===== src/rtl/multicycle_ctrl.sv =====
// Multi-cycle sequencer for the mini-cpu: walks each instruction through
// fetch/decode/execute/memory/writeback and drives the datapath mux selects.
module multicycle_ctrl (
    input  logic        clk,
    input  logic        rst,
    input  logic        run,
    input  logic [31:0] instr,
    input  logic        alu_zero,
    input  logic        mem_ready,
    output logic        mem_req,
    output logic        mem_we,
    output logic        iord,
    output logic        ir_write,
    output logic        pc_write,
    output logic        pc_src,
    output logic        alu_src_a,
    output logic [1:0]  alu_src_b,
    output logic [2:0]  alu_ctrl,
    output logic        reg_write,
    output logic        mem_to_reg,
    output logic        instr_done,
    output logic        halted,
    output logic [31:0] retired
);

    typedef enum logic [3:0] {
        S_IDLE, S_FETCH, S_DECODE, S_EXEC_R, S_WB_R, S_ADDR,
        S_MEM_RD, S_WB_LD, S_MEM_WR, S_BRANCH, S_TRAP
    } state_t;

    localparam logic [2:0] ALU_ADD = 3'b010;
    localparam logic [2:0] ALU_SUB = 3'b110;
    localparam logic [2:0] ALU_AND = 3'b000;
    localparam logic [2:0] ALU_OR  = 3'b001;

    state_t      state_q, state_d;
    logic [31:0] retired_q, retired_d;
    logic        halted_q, halted_d;

    logic [6:0] opcode;
    logic [2:0] funct3;
    logic [6:0] funct7;
    logic       is_r, is_ld, is_sd, is_beq;
    logic [2:0] alu_r;
    logic       unused_instr_bits;

    assign opcode = instr[6:0];
    assign funct3 = instr[14:12];
    assign funct7 = instr[31:25];
    assign unused_instr_bits = ^{instr[24:15], instr[11:7]};

    // IR is stable from DECODE until the instruction retires, so the decode
    // is purely combinational and reused by EXEC_R.
    always_comb begin
        is_r  = 1'b0;
        alu_r = ALU_ADD;
        if (opcode == 7'd51) begin
            unique case ({funct3, funct7})
                {3'd0, 7'd0}:  begin is_r = 1'b1; alu_r = ALU_ADD; end
                {3'd0, 7'd32}: begin is_r = 1'b1; alu_r = ALU_SUB; end
                {3'd6, 7'd0}:  begin is_r = 1'b1; alu_r = ALU_AND; end
                {3'd7, 7'd0}:  begin is_r = 1'b1; alu_r = ALU_OR;  end
                default:       is_r = 1'b0;
            endcase
        end
    end

    assign is_ld  = (opcode == 7'd3)  && (funct3 == 3'd3);
    assign is_sd  = (opcode == 7'd35) && (funct3 == 3'd3);
    assign is_beq = (opcode == 7'd99) && (funct3 == 3'd0);

    always_comb begin
        mem_req    = 1'b0;
        mem_we     = 1'b0;
        iord       = 1'b0;
        ir_write   = 1'b0;
        pc_write   = 1'b0;
        pc_src     = 1'b0;
        alu_src_a  = 1'b0;
        alu_src_b  = 2'b00;
        alu_ctrl   = 3'b000;
        reg_write  = 1'b0;
        mem_to_reg = 1'b0;
        instr_done = 1'b0;
        state_d    = state_q;
        halted_d   = halted_q;

        unique case (state_q)
            S_IDLE: if (run) state_d = S_FETCH;
            S_FETCH: begin
                mem_req = 1'b1;
                if (mem_ready) begin
                    ir_write  = 1'b1;
                    pc_write  = 1'b1;
                    alu_src_b = 2'b01;
                    alu_ctrl  = ALU_ADD;
                    state_d   = S_DECODE;
                end
            end
            S_DECODE: begin
                alu_src_b = 2'b11;
                alu_ctrl  = ALU_ADD;
                if (is_r)                 state_d = S_EXEC_R;
                else if (is_ld || is_sd)  state_d = S_ADDR;
                else if (is_beq)          state_d = S_BRANCH;
                else begin
                    state_d  = S_TRAP;
                    halted_d = 1'b1;
                end
            end
            S_EXEC_R: begin
                alu_src_a = 1'b1;
                alu_ctrl  = alu_r;
                state_d   = S_WB_R;
            end
            S_WB_R: begin
                reg_write  = 1'b1;
                instr_done = 1'b1;
            end
            S_ADDR: begin
                alu_src_a = 1'b1;
                alu_src_b = 2'b10;
                alu_ctrl  = ALU_ADD;
                state_d   = is_ld ? S_MEM_RD : S_MEM_WR;
            end
            S_MEM_RD: begin
                mem_req = 1'b1;
                iord    = 1'b1;
                if (mem_ready) state_d = S_WB_LD;
            end
            S_WB_LD: begin
                reg_write  = 1'b1;
                mem_to_reg = 1'b1;
                instr_done = 1'b1;
            end
            S_MEM_WR: begin
                mem_req    = 1'b1;
                mem_we     = 1'b1;
                iord       = 1'b1;
                instr_done = mem_ready;
            end
            S_BRANCH: begin
                alu_src_a  = 1'b1;
                alu_ctrl   = ALU_SUB;
                pc_write   = alu_zero;
                pc_src     = 1'b1;
                instr_done = 1'b1;
            end
            S_TRAP: state_d = S_TRAP;
            default: state_d = S_IDLE;
        endcase

        // run is only looked at when an instruction retires
        if (instr_done) state_d = run ? S_FETCH : S_IDLE;
        retired_d = retired_q + {31'd0, instr_done};
    end

    always_ff @(posedge clk or posedge rst) begin
        if (rst) begin
            state_q   <= S_IDLE;
            retired_q <= 32'd0;
            halted_q  <= 1'b0;
        end else begin
            state_q   <= state_d;
            retired_q <= retired_d;
            halted_q  <= halted_d;
        end
    end

    assign halted  = halted_q;
    assign retired = retired_q;

endmodule


===== config.mk =====
export PLATFORM = sky130hd
export DESIGN_NAME = multicycle_ctrl
export DESIGN_NICKNAME = d
export VERILOG_FILES = /design/src/rtl/multicycle_ctrl.sv
export SDC_FILE = /design/constraint.sdc
export NUM_CORES = 1
export LEC_CHECK = 0
export ABC_AREA = 1
export ABC_CLOCK_PERIOD_IN_PS = 4980
export BUFFER_PORTS_ARGS = -buffer_cell sky130_fd_sc_hd__buf_2
export CORE_ASPECT_RATIO = 0.8
export CORE_MARGIN = 4
export CORE_UTILIZATION = 53
export DETAILED_ROUTE_END_ITERATION = 10
export GPL_ROUTABILITY_DRIVEN = 0
export MAX_ROUTING_LAYER = met4
export PLACE_DENSITY = 0.95
export SETUP_SLACK_MARGIN = 0.1
export SLEW_MARGIN = 20
export SYNTH_ARGS = -nofsm -noshare
export SYNTH_HDL_FRONTEND = slang
export SYNTH_SLANG_ARGS = --single-unit

===== constraint.sdc =====
create_clock -name clk -period 4.98 [get_ports clk]
set_input_delay 0.996 -clock clk [delete_from_list [all_inputs] [get_ports clk]]
set_output_delay 0.996 -clock clk [all_outputs]
set_load 0.01 [all_outputs]

==> results of run 1 <==
-- layout by cell type (no fill, tap or decap) --
cell	count
inv_1	42
nor3b_1	1
dfrtp_1	37
nand3_1	18
xor2_1	19
nor4_1	6
a21oi_1	5
nor2_2	3
nor3_1	6
nand4_1	11
nand3_2	5
nor3_2	4
buf_4	1
nor2_1	32
o21ai_0	5
nand2_4	1
xnor2_1	10
inv_2	2
clkbuf_1	1
o2111ai_1	1
clkbuf_8	6
nand2_2	4
nand2_1	52
o211ai_1	1
buf_2	69
nor2_4	4
nor3_4	1
a31o_2	1
ha_1	2
-- state kept, by name, indices dropped and copies added, names as in the netlist --
signal / flops
retired: 32
state_q: 4
halted: 1
-- area by class of cell --
cell class                      instances  area [um^2]
Fill cell                             340         1190
Clock buffer                            7         86.3
Multi-Input combinational cell        192         1110
Tap cell                               55         68.8
Timing Repair Buffer                   70          353
Inverter                               44          165
Sequential cell                        37          926
-- cells by family after synthesis --
| group | share of synthesized area, % |
|---|---|
| AND/OR/NAND/NOR | 34.3 |
| buffers and inverters | 7.50 |
| flip-flops | 42.1 |
| XOR/XNOR | 11.5 |
| AO/OA/AOI/OAI | 3.41 |
| adder cells (fa/ha/maj) | 1.14 |
-- power groups by stage --
stage / combinational, uW / sequential, uW / clock [uW]
floorplan: 202 / 390 / 0
CTS: 335 / 381 / 210
finish: 334 / 380 / 205
global placement: 322 / 382 / 0
detailed placement: 332 / 386 / 0
global route: 385 / 389 / 225
-- metrics by stage --
stage	hold slack [ns]	worst slack (ns)	instance area (um^2)	instances	total power, uW
final	0.474	1.75	2710	405	919
after floorplan	0.499	2.01	2200	273	591
after CTS	0.477	1.76	2710	405	926
after global routing	0.496	1.47	2710	405	999
after global placement	0.448	1.78	2620	398	704
after detailed placement	0.460	1.77	2620	398	719
-- per-layer routing --
layer	track usage, %	vias to the layer above
met2	38.2	75
met3	4.11	11
met1	27.1	1000
met5	-	-
li1	-	1024
met4	7.59	0
-- how the worst max path moves through the flow --
| stage | startpoint | endpoint | depth (start not counted) |
|---|---|---|---|
| 2_1_floorplan | mem_ready | retired[26]$_DFF_PP0_ | 12 |
| 3_3_place_gp | instr[3] | alu_ctrl[1] | 8 |
| 3_5_place_dp | instr[3] | alu_ctrl[1] | 8 |
| 4_1_cts | instr[3] | alu_ctrl[1] | 8 |
| 5_1_grt | instr[3] | alu_ctrl[0] | 7 |
| 6_report | instr[3] | alu_ctrl[1] | 8 |
==> impl_summary.txt, run 1 <==
----------------------------------------------------
[Min path]
  Number of instances on the worst hold path ... 1
  Hold Crit Start ... retired[31]$_DFF_PP0_
  Type of the tightest min-delay check ... flop to flop
  Worst hold endpoint ... retired[31]$_DFF_PP0_

[Power and ir drop]
  Proportion of total power due to net switching ... 37.5%
  Net Sw Power ... 345 uW
  Register share of total power ... 41.3%
  Power Density ... 339 mW/mm^2
  Static leakage ... 0.00150 uW
  Worst VDD drop ... 0.269 mV
  Proportion of power drawn by combinational gates ... 36.3%
  Cell internal pwr ... 574 uW
  Clock network power share ... 22.3%

[Synth]
  Post-synthesis async set-or-reset flop share ... 100%
  Number of nets in the synthesized netlist ... 312
  Number of warnings printed during yosys synthesis ... 0
  Most used DFF post-synth ... dfrtp_1
  Post-synth top area share ... 42.1%
  Largest cells by area after synthesis ... dfrtp_1 (42%), nand2_1 (8.9%), xor2_1 (7.6%), inv_1 (7.2%), nor2_1 (5.5%)
  Sequential element share of the synthesized area ... 42.1%
  Largest area contributor in the netlist ... dfrtp_1
  FF+latch count, synth ... 37
  Mean instance size in the synthesized netlist ... 8.06 um^2
  Synth Cell Area ... 0.00220 mm^2
  Most numerous cell in the Yosys netlist ... nand2_1
  Number of enable-type register cells in the synthesized netlist ... 0
  Number of instances in the synthesized netlist ... 273
  Cell variety after synth ... 25
  Top cells by instance count after synthesis ... nand2_1 (52), inv_1 (42), dfrtp_1 (37), nor2_1 (32), xor2_1 (19)

[Setup path]
  Cell with the most instances on the worst path ... nand3_1
  Critical path buffers and inverters ... 2
  Worst R2R End ... retired[26]$_DFF_PP0_
  Kind of critical path ... input pin to output pin
  Worst path slowest cell ... nor4_1
  Worst R2R Start ... state_q[0]$_DFFE_PP0P_
  Crit path arrival time ... 2.24 ns
  Maximum single-stage delay on the critical path ... 0.41 ns
  Cell depth of the worst flop-to-flop path ... 13
  Ordered cell list for the critical path ... buf_2 > nor2_1 > nand3_1 > nor4_1 > nand3_1 > a21oi_1 > nand3_1 > buf_2
  Worst Setup End Kind ... output pin
  Cell family with the largest share of critical-path delay ... simple AND/OR/NAND/NOR gates
  Data required time at the worst endpoint ... 3.98 ns
  Reg-to-reg slack, setup ... 2.10 ns
  Element type at the critical path start ... input pin
  Maximum net fanout on the critical path ... 4

[Detailed routing]
  Uppermost routed layer ... met4
  Vias ... 2,110
  Number of remaining DRC errors ... 0
  Detail-routed via count per cell ... 5.21
  Number of DRC markers after the initial detailed-route iteration ... 140
  Routed wirelength normalized by instance count ... 13.1 um
  Total wire length after detailed routing ... 5.33 mm
  Antenna viol nets, final ... 0
  Count of TritonRoute iterations in the first routing pass ... 4
  Metal-1 WL ... 2.22 mm
  Met2 routed wirelength ... 2.68 mm
  Met3 WL post-DR ... 307 um

[STA]
  Pin slew with the least headroom to its limit ... 0.544 ns
  Setup violators final ... 0
  Maximum clock rate ... 309 MHz
  Unrepaired setup endpoints after global routing ... false
  Number of endpoints with negative hold slack in the final report ... 0
  Post-route clock skew ... 0.00400 ns
  Worst rel slew slack ... 63.4%
  Min Tclk post-route ... 3.23 ns
  Period utilisation layout ... 64.9%
  Final total negative setup slack ... 0 ns
  Max-slew violations ... 0

[Clock network]
  Post-CTS Setup Bufs ... 0
  H-tree levels ... 2
  Root buffer cell ... clkbuf_8
  Clock sinks ... 37
  # resized after CTS ... 0
  Insertion delay of the later-clocked pin in the worst-skew pair ... 0.28 ns
  Max clock buf depth ... 2
  TritonCTS clock tree ... yes
  Clock buffers created by TritonCTS ... 5
  Clock transition at the registers of the reported paths ... 0.07 ns
  CTS Hold Buffers Added ... 0

[Global routing]
  Total Routing Usage GR ... 22.5%
  Sum of overflow across all layers after global routing ... 0
  Number of global-route vias before repair ... 2,062
  Number of antenna violations at the first check in global routing ... 0
  Pin count of the biggest net entering global routing ... 38
  Global-route wire length before repair ... 9.09 mm

[Status]
  Result of the run ... complete, no violations

[Finish]
  Share of layout cells above drive strength 1 ... 28.9%
  Total Nets Final ... 389
  Post-layout util ... 69.4%
  Area delta synth->final ... 23.1%
  Number of antenna cells inserted ... 0

[Die]
  Die boundary height ... 65.6 um
  Number of standard-cell rows in the floorplan ... 20
  Die Area ... 0.00525 mm^2
  Standard cell core area ... 0.00390 mm^2
  Initial Util ... 56.4%
  I/O Pins ... 85
  Die width ... 80.0 um

[Placed design]
  Number of port buffers ... 69
  Placed wire-length estimate after detailed placement ... 4.24 mm

[Flow run]
  Max-Cap Viols ... 0

----------------------------------------------------
(Power assumes the default switching activity.)
==> run 2: changes to the inputs <==
--- a/config.mk
+++ b/config.mk
@@ -5,16 +5,16 @@
 export SDC_FILE = /design/constraint.sdc
 export NUM_CORES = 1
 export LEC_CHECK = 0
-export ABC_AREA = 1
-export ABC_CLOCK_PERIOD_IN_PS = 4980
+export ABC_AREA = 0
+export ABC_CLOCK_PERIOD_IN_PS = 2900
 export BUFFER_PORTS_ARGS = -buffer_cell sky130_fd_sc_hd__buf_2
 export CORE_ASPECT_RATIO = 0.8
 export CORE_MARGIN = 4
-export CORE_UTILIZATION = 53
+export CORE_UTILIZATION = 43
 export DETAILED_ROUTE_END_ITERATION = 10
 export GPL_ROUTABILITY_DRIVEN = 0
 export MAX_ROUTING_LAYER = met4
-export PLACE_DENSITY = 0.95
+export PLACE_DENSITY = 0.85
 export SETUP_SLACK_MARGIN = 0.1
 export SLEW_MARGIN = 20
 export SYNTH_ARGS = -nofsm -noshare
==> constraint.sdc (replaced) <==
create_clock -name clk -period 2.9 [get_ports clk]
set_input_delay 0.58 -clock clk [delete_from_list [all_inputs] [get_ports clk]]
set_output_delay 0.58 -clock clk [all_outputs]
set_load 0.01 [all_outputs]
==> impl_summary.txt, run 2 <==
----------------------------------------------------
[STA]
  Min Tclk post-route ... 2.46 ns
  Number of endpoints with negative hold slack in the final report ... 0 (unchanged)
  Post-route clock skew ... 0.00867 ns (+0.00468 ns)
  Setup violators final ... 0 (unchanged)
  Final total negative setup slack ... 0 ns (unchanged)
  Pin slew with the least headroom to its limit ... 0.787 ns (+0.243 ns)
  Maximum clock rate ... 406 MHz
  Unrepaired setup endpoints after global routing ... false
  Period utilisation layout ... 84.8%
  Worst rel slew slack ... 47.5% (-16 points)
  Max-slew violations ... 0 (unchanged)

[Setup path]
  Cell with the most instances on the worst path ... ha_1
  Ordered cell list for the critical path ... nand2_1 > o22ai_1 > ha_1 > ha_1 > nand3_1 > or2_1 > nor3_4 > xor2_1
  Crit path arrival time ... 2.68 ns (+0.44 ns)
  Worst Setup End Kind ... flop
  Worst path slowest cell ... dfrtp_1
  Cell depth of the worst flop-to-flop path ... 8 (-5)
  Maximum single-stage delay on the critical path ... 0.58 ns (+0.17 ns)
  Kind of critical path ... flop to flop
  Cell family with the largest share of critical-path delay ... simple AND/OR/NAND/NOR gates
  Maximum net fanout on the critical path ... 14 (+10)
  Critical path buffers and inverters ... 0 (-2)
  CP Depth ... 8 (unchanged)
  Element type at the critical path start ... flop
  Data required time at the worst endpoint ... 3.12 ns (-0.86 ns)

[Flow run]
  Max-Cap Viols ... 0 (unchanged)

[Status]
  Result of the run ... complete, no violations

[Global routing]
  Total Routing Usage GR ... 17.1% (-5.4 points)
  Number of antenna violations at the first check in global routing ... 0 (unchanged)
  Global-route wire length before repair ... 8.09 mm (-11%)
  Pin count of the biggest net entering global routing ... 22 (-42%)
  Sum of overflow across all layers after global routing ... 0 (unchanged)
  Number of global-route vias before repair ... 1,722 (-16%)

[Clock network]
  Insertion delay of the later-clocked pin in the worst-skew pair ... 0.29 ns (about the same)
  Clock buffers created by TritonCTS ... 5 (unchanged)
  TritonCTS clock tree ... yes
  H-tree levels ... 2 (unchanged)
  Clock sinks ... 37 (unchanged)
  Root buffer cell ... clkbuf_8
  Clock transition at the registers of the reported paths ... 0.07 ns (about the same)
  Post-CTS Setup Bufs ... 0 (unchanged)
  Max clock buf depth ... 2 (unchanged)
  CTS Hold Buffers Added ... 0 (unchanged)

[Detailed routing]
  Detail-routed via count per cell ... 5.30 (+1.6%)
  Antenna viol nets, final ... 0 (unchanged)
  Count of TritonRoute iterations in the first routing pass ... 4 (unchanged)
  Number of DRC markers after the initial detailed-route iteration ... 105 (-25%)
  Number of remaining DRC errors ... 0 (unchanged)
  Total wire length after detailed routing ... 4.80 mm (-9.9%)
  Vias ... 1,880 (-11%)
  Routed wirelength normalized by instance count ... 13.5 um (+2.8%)

[Die]
  Number of standard-cell rows in the floorplan ... 22 (+10%)
  Standard cell core area ... 0.00462 mm^2 (+18%)
  I/O Pins ... 85 (unchanged)
  Initial Util ... 44.7% (-12 points)
  Die width ... 85.5 um (+6.8%)
  Die boundary height ... 70.0 um (+6.7%)
  Die Area ... 0.00599 mm^2 (+14%)

[Synth]
  Cell variety after synth ... 44 (+76%)
  Number of nets in the synthesized netlist ... 260 (-17%)
  Number of instances in the synthesized netlist ... 221 (-19%)
  Number of enable-type register cells in the synthesized netlist ... 0 (unchanged)
  Largest cells by area after synthesis ... dfrtp_1 (45%), xnor2_1 (8.9%), xor2_1 (4.7%), nor2_1 (4.5%), nand3_1 (3.9%)
  Mean instance size in the synthesized netlist ... 9.35 um^2 (+16%)
  Most numerous cell in the Yosys netlist ... dfrtp_1
  Sequential element share of the synthesized area ... 44.8% (+2.7 points)
  Post-synth top area share ... 44.8% (+2.7 points)
  Number of warnings printed during yosys synthesis ... 0 (unchanged)
  Largest area contributor in the netlist ... dfrtp_1
  Post-synthesis async set-or-reset flop share ... 100% (unchanged)
  FF+latch count, synth ... 37 (unchanged)
  Synth Cell Area ... 0.00207 mm^2 (-6.1%)
  Most used DFF post-synth ... dfrtp_1
  Top cells by instance count after synthesis ... dfrtp_1 (37), nor2_1 (25), xnor2_1 (21), nand2_1 (18), nand3_1 (16)

[Finish]
  Total Nets Final ... 334 (-14%)
  Commonest cells after routing, fill and taps aside ... buf_2 (69), dfrtp_1 (36), nor2_1 (25)
  Most common cell after layout, fill and taps aside ... buf_2
  Number of antenna cells inserted ... 0 (unchanged)
  Area delta synth->final ... 24.5%
  Layout fillers ... 431 (+27%)
  Number of flip-flops under the largest register name ... 32 (unchanged)
  Share of layout cells above drive strength 1 ... 30.5% (+1.7 points)

[Power and ir drop]
  Static leakage ... 0.00134 uW (-11%)
  Total Power ... 1580 uW (+72%)
  Worst VDD drop ... 0.239 mV (-11%)
  Power Density ... 613 mW/mm^2 (+81%)

[Placed design]
  Placed wire-length estimate after detailed placement ... 3.75 mm (-12%)
  Number of port buffers ... 69 (unchanged)

[Min path]
  Type of the tightest min-delay check ... input pin to async pin

----------------------------------------------------
run 2: cell types whose count changed after synthesis, moves of 4 or more:
cell	previous run	this run
a21oi_1	5	9
inv_1	42	7
nand2_1	52	18
nand2b_1	0	5
nand3_2	5	0
nor2_1	32	25
nor2_4	4	0
nor2b_1	0	7
nor3_2	4	0
nor4_1	6	2
xnor2_1	10	21
xor2_1	19	11
run 2: routing by layer:
metal | vias up | wire length [um] | global-route usage [%]
li1 | 920 | - | -
met2 | 54 | 2270 | 25.4
met4 | 0 | 29 | 3.87
met5 | - | 0 | -
met3 | 3 | 278 | 5.19
met1 | 903 | 2220 | 22.9
run 2: path summary, 6_finish.rpt:
kind	slack, ns	startpoint	to
max reg2reg	0.44	state_q[1]$_DFFE_PP0P_	retired[28]$_DFF_PP0_
max	0.44	state_q[1]$_DFFE_PP0P_	retired[28]$_DFF_PP0_
min in group clk	0.47	retired[31]$_DFF_PP0_	retired[31]$_DFF_PP0_
min	0.43	rst	retired[26]$_DFF_PP0_
max in group asynchronous	1.84	rst	retired[5]$_DFF_PP0_
min reg2reg	0.47	retired[31]$_DFF_PP0_	retired[31]$_DFF_PP0_
run 2: kinds of logic after synthesis:
family,count (synthesis),share of synthesized area [%]
AND/OR/NAND/NOR,109,28.8
buffers and inverters,13,2.85
XOR/XNOR,32,13.6
flip-flops,37,44.8
AO/OA/AOI/OAI,26,7.75
adder cells (fa/ha/maj),2,1.21
multiplexers,2,1.03
run 2: final cells by class:
type	count	area, um^2	share of cell area, %
multi-input cells	171	1080	42.1
well taps	60	75.1	2.92
repair buffers	73	375	14.6
inverters	7	26.3	1.02
flip-flops and latches	37	927	36.0
clock buffers	7	86.3	3.36
run 2: stage by stage:
stage	hold WS (ns)	setup WS [ns]	cell area (um^2)	utilization, %	instances
global route	0.506	0.217	2570	55.6	355
floorplan	0.493	0.301	2070	-	221
finish	0.427	0.440	2570	55.6	355
detailed placement	0.461	0.253	2480	53.7	348
CTS	0.463	0.296	2570	55.6	355
global placement	0.438	0.270	2480	53.7	348
run 2: repair_timing:
item                                    in CTS  in global routing
endpoints found under the setup margin       0                  5
hold endpoints to repair                     0                  0
resized for setup                            0                  1
run 2: power by group:
group	internal (uW)	switching, uW	leakage [uW]	total, uW
Sequential	571	96.9	0.000488	668
Clock	188	166	0.0000443	355
Combinational	246	309	0.000807	554
Total	1000	572	0.00134	1580
==> run 3: changes to the inputs <==
--- a/config.mk
+++ b/config.mk
@@ -5,16 +5,16 @@
 export SDC_FILE = /design/constraint.sdc
 export NUM_CORES = 1
 export LEC_CHECK = 0
-export ABC_AREA = 0
-export ABC_CLOCK_PERIOD_IN_PS = 2900
+export ABC_AREA = 1
+export ABC_CLOCK_PERIOD_IN_PS = 2450
 export BUFFER_PORTS_ARGS = -buffer_cell sky130_fd_sc_hd__buf_2
 export CORE_ASPECT_RATIO = 0.8
 export CORE_MARGIN = 4
-export CORE_UTILIZATION = 43
+export CORE_UTILIZATION = 49
 export DETAILED_ROUTE_END_ITERATION = 10
 export GPL_ROUTABILITY_DRIVEN = 0
 export MAX_ROUTING_LAYER = met4
-export PLACE_DENSITY = 0.85
+export PLACE_DENSITY = 0.89
 export SETUP_SLACK_MARGIN = 0.1
 export SLEW_MARGIN = 20
 export SYNTH_ARGS = -nofsm -noshare
==> constraint.sdc (replaced) <==
create_clock -name clk -period 2.45 [get_ports clk]
set_input_delay 0.49 -clock clk [delete_from_list [all_inputs] [get_ports clk]]
set_output_delay 0.49 -clock clk [all_outputs]
set_load 0.01 [all_outputs]
==> impl_summary.txt, run 3 (synthesized netlist as in run 1, its figures left out) <==
----------------------------------------------------
[Die]
  Die width ... 82.9 um (-3.0%)
  Initial Util ... 51.7% (+7.0 points)
  I/O Pins ... 85 (unchanged)
  Die boundary height ... 67.9 um (-2.9%)
  Number of standard-cell rows in the floorplan ... 21 (-4.5%)
  Standard cell core area ... 0.00426 mm^2 (-8.0%)
  Die Area ... 0.00563 mm^2 (-5.9%)

[Finish]
  Share of layout cells above drive strength 1 ... 41.6% (+11 points)
  Total Nets Final ... 413 (+24%)
  Commonest cells after routing, fill and taps aside ... buf_2 (69), nand2_1 (46), inv_1 (38)
  Most common cell after layout, fill and taps aside ... buf_2
  Number of flip-flops under the largest register name ... 32 (unchanged)
  Layout fillers ... 302 (-30%)
  Area delta synth->final ... 42.2%
  Number of antenna cells inserted ... 0 (unchanged)
  Cell area after layout ... 0.00313 mm^2 (+22%)
  Post-layout util ... 73.5% (+18 points)

[STA]
  Final total negative setup slack ... 0 ns (unchanged)
  Min Tclk post-route ... 2.38 ns (-0.0832 ns)
  Number of endpoints with negative hold slack in the final report ... 0 (unchanged)
  Unrepaired setup endpoints after global routing ... true
  Period utilisation layout ... 97.0% (+12 points)
  Pin slew with the least headroom to its limit ... 0.453 ns (-0.334 ns)
  Post-route clock skew ... 0.00641 ns (-0.00227 ns)
  Setup violators final ... 0 (unchanged)
  Final setup slack of the worst path ... 0.0727 ns (-0.367 ns)
  Worst hold slack after final layout ... 0.286 ns (-0.141 ns)
  Maximum clock rate ... 421 MHz (+3.5%)
  Worst rel slew slack ... 69.5% (+22 points)
  Max-slew violations ... 0 (unchanged)

[Detailed routing]
  Antenna viol nets, final ... 0 (unchanged)
  Detail-routed via count per cell ... 5.14 (-2.9%)
  Routed wirelength normalized by instance count ... 14.3 um (+5.9%)
  Number of remaining DRC errors ... 0 (unchanged)
  Count of TritonRoute iterations in the first routing pass ... 4 (unchanged)
  Total wire length after detailed routing ... 6.18 mm (+29%)
  Vias ... 2,221 (+18%)
  Number of DRC markers after the initial detailed-route iteration ... 130 (+24%)

[Power and ir drop]
  Power Density ... 728 mW/mm^2 (+19%)
  Worst VDD drop ... 0.734 mV (+210%)
  Static leakage ... 0.00175 uW (+30%)

[Placed design]
  Placed cell area ... 0.00270 mm^2 (+8.5%)
  Worst slack after detailed placement ... -0.0249 ns (-0.278 ns)
  Number of port buffers ... 69 (unchanged)
  Placed wire-length estimate after detailed placement ... 4.16 mm (+11%)

[Setup path]
  Worst Setup End Kind ... flop
  Kind of critical path ... flop to flop
  Element type at the critical path start ... flop
  Data required time at the worst endpoint ... 2.67 ns (-0.45 ns)
  Maximum net fanout on the critical path ... 3 (-11)
  Reg-to-reg slack, setup ... 0.07 ns (-0.37 ns)
  Crit path from ... state_q[3]$_DFFE_PP0P_
  Crit path arrival time ... 2.60 ns (-0.08 ns)
  Worst R2R Start ... state_q[3]$_DFFE_PP0P_

[Clock network]
  TritonCTS clock tree ... yes
  Root buffer cell ... clkbuf_8
  H-tree levels ... 2 (unchanged)
  Max clock buf depth ... 2 (unchanged)
  Clock buffers created by TritonCTS ... 5 (unchanged)
  CTS Hold Buffers Added ... 0 (unchanged)
  Clock sinks ... 37 (unchanged)
  Clock transition at the registers of the reported paths ... 0.08 ns (about the same)
  Insertion delay of the later-clocked pin in the worst-skew pair ... 0.29 ns (about the same)

[Min path]
  Type of the tightest min-delay check ... input pin to async pin

[Global routing]
  Sum of overflow across all layers after global routing ... 0 (unchanged)
  Number of antenna violations at the first check in global routing ... 0 (unchanged)
  Total Routing Usage GR ... 20.7% (+3.6 points)
  Number of global-route vias before repair ... 2,007 (+17%)
  Pin count of the biggest net entering global routing ... 38 (+73%)
  Global-route wire length before repair ... 9.11 mm (+13%)

[Status]
  Result of the run ... complete, no violations

[Flow run]
  Max-Cap Viols ... 0 (unchanged)

----------------------------------------------------
==> run 3: timing repair <==
item	4_1_cts	5_1_grt
resized for setup	8	35
pin swaps	6	17
endpoints found under the setup margin	8	23
endpoints found under the hold margin	0	0
setup buffers	10	7
==> run 3: area by class of cell <==
type / count / area (um^2) / share of cell area, %
clock inverter: 3 / 65.1 / 2.08
inverter: 44 / 168 / 5.36
timing repair buffer: 94 / 544 / 17.4
sequential: 37 / 927 / 29.6
tap: 57 / 71.3 / 2.28
multi-input combinational: 192 / 1280 / 41.1
clock buffer: 5 / 68.8 / 2.20
==> run 3: worst paths after layout <==
kind / to / depth (start not counted)
setup / recovery: retired[25]$_DFF_PP0_ / 15
hold / removal: halted$_DFFE_PP0P_ / 3
setup reg to reg: retired[25]$_DFF_PP0_ / 15
hold reg to reg: halted$_DFFE_PP0P_ / 1
max in group asynchronous: state_q[0]$_DFFE_PP0P_ / 3
min in group clk: halted$_DFFE_PP0P_ / 1
==> run 3: metrics by stage <==
step | total power, uW | cells
2_1_floorplan | 1220 | 273
3_3_place_gp | 1470 | 407
3_5_place_dp | 1500 | 407
4_1_cts | 2200 | 425
5_1_grt | 2430 | 432
6_report | 2280 | 432
==> run 3: worst max-delay path, stage by stage (launching register included) <==
cell and delay, ns:
dfrtp_1 0.36, inv_1 0.07, nor2_2 0.16, inv_2 0.08, nor2_4 0.09, nor2_2 0.06, o21ai_2 0.08, ha_2 0.24
buf_6 0.11, nand3_4 0.10, nor3_4 0.24, nand3_2 0.13, nor2_4 0.20, nand3_2 0.12, nor2_2 0.11, xor2_1 0.15
==> run 3: where the power goes <==
part | leakage [uW] | switching (uW) | internal, uW | total, uW
clock | 0.0000681 | 225 | 404 | 629
sequential | 0.000469 | 110 | 692 | 802
combinational | 0.00121 | 499 | 347 | 846
total | 0.00175 | 834 | 1440 | 2280
==> run 3: routing by layer <==
metal | global-route usage, % | share of wire (%)
met1 | 25.7 | 43
met2 | 33.5 | 48
met3 | 4.93 | 6.8
met4 | 7.76 | 1.6
met5 | - | 0
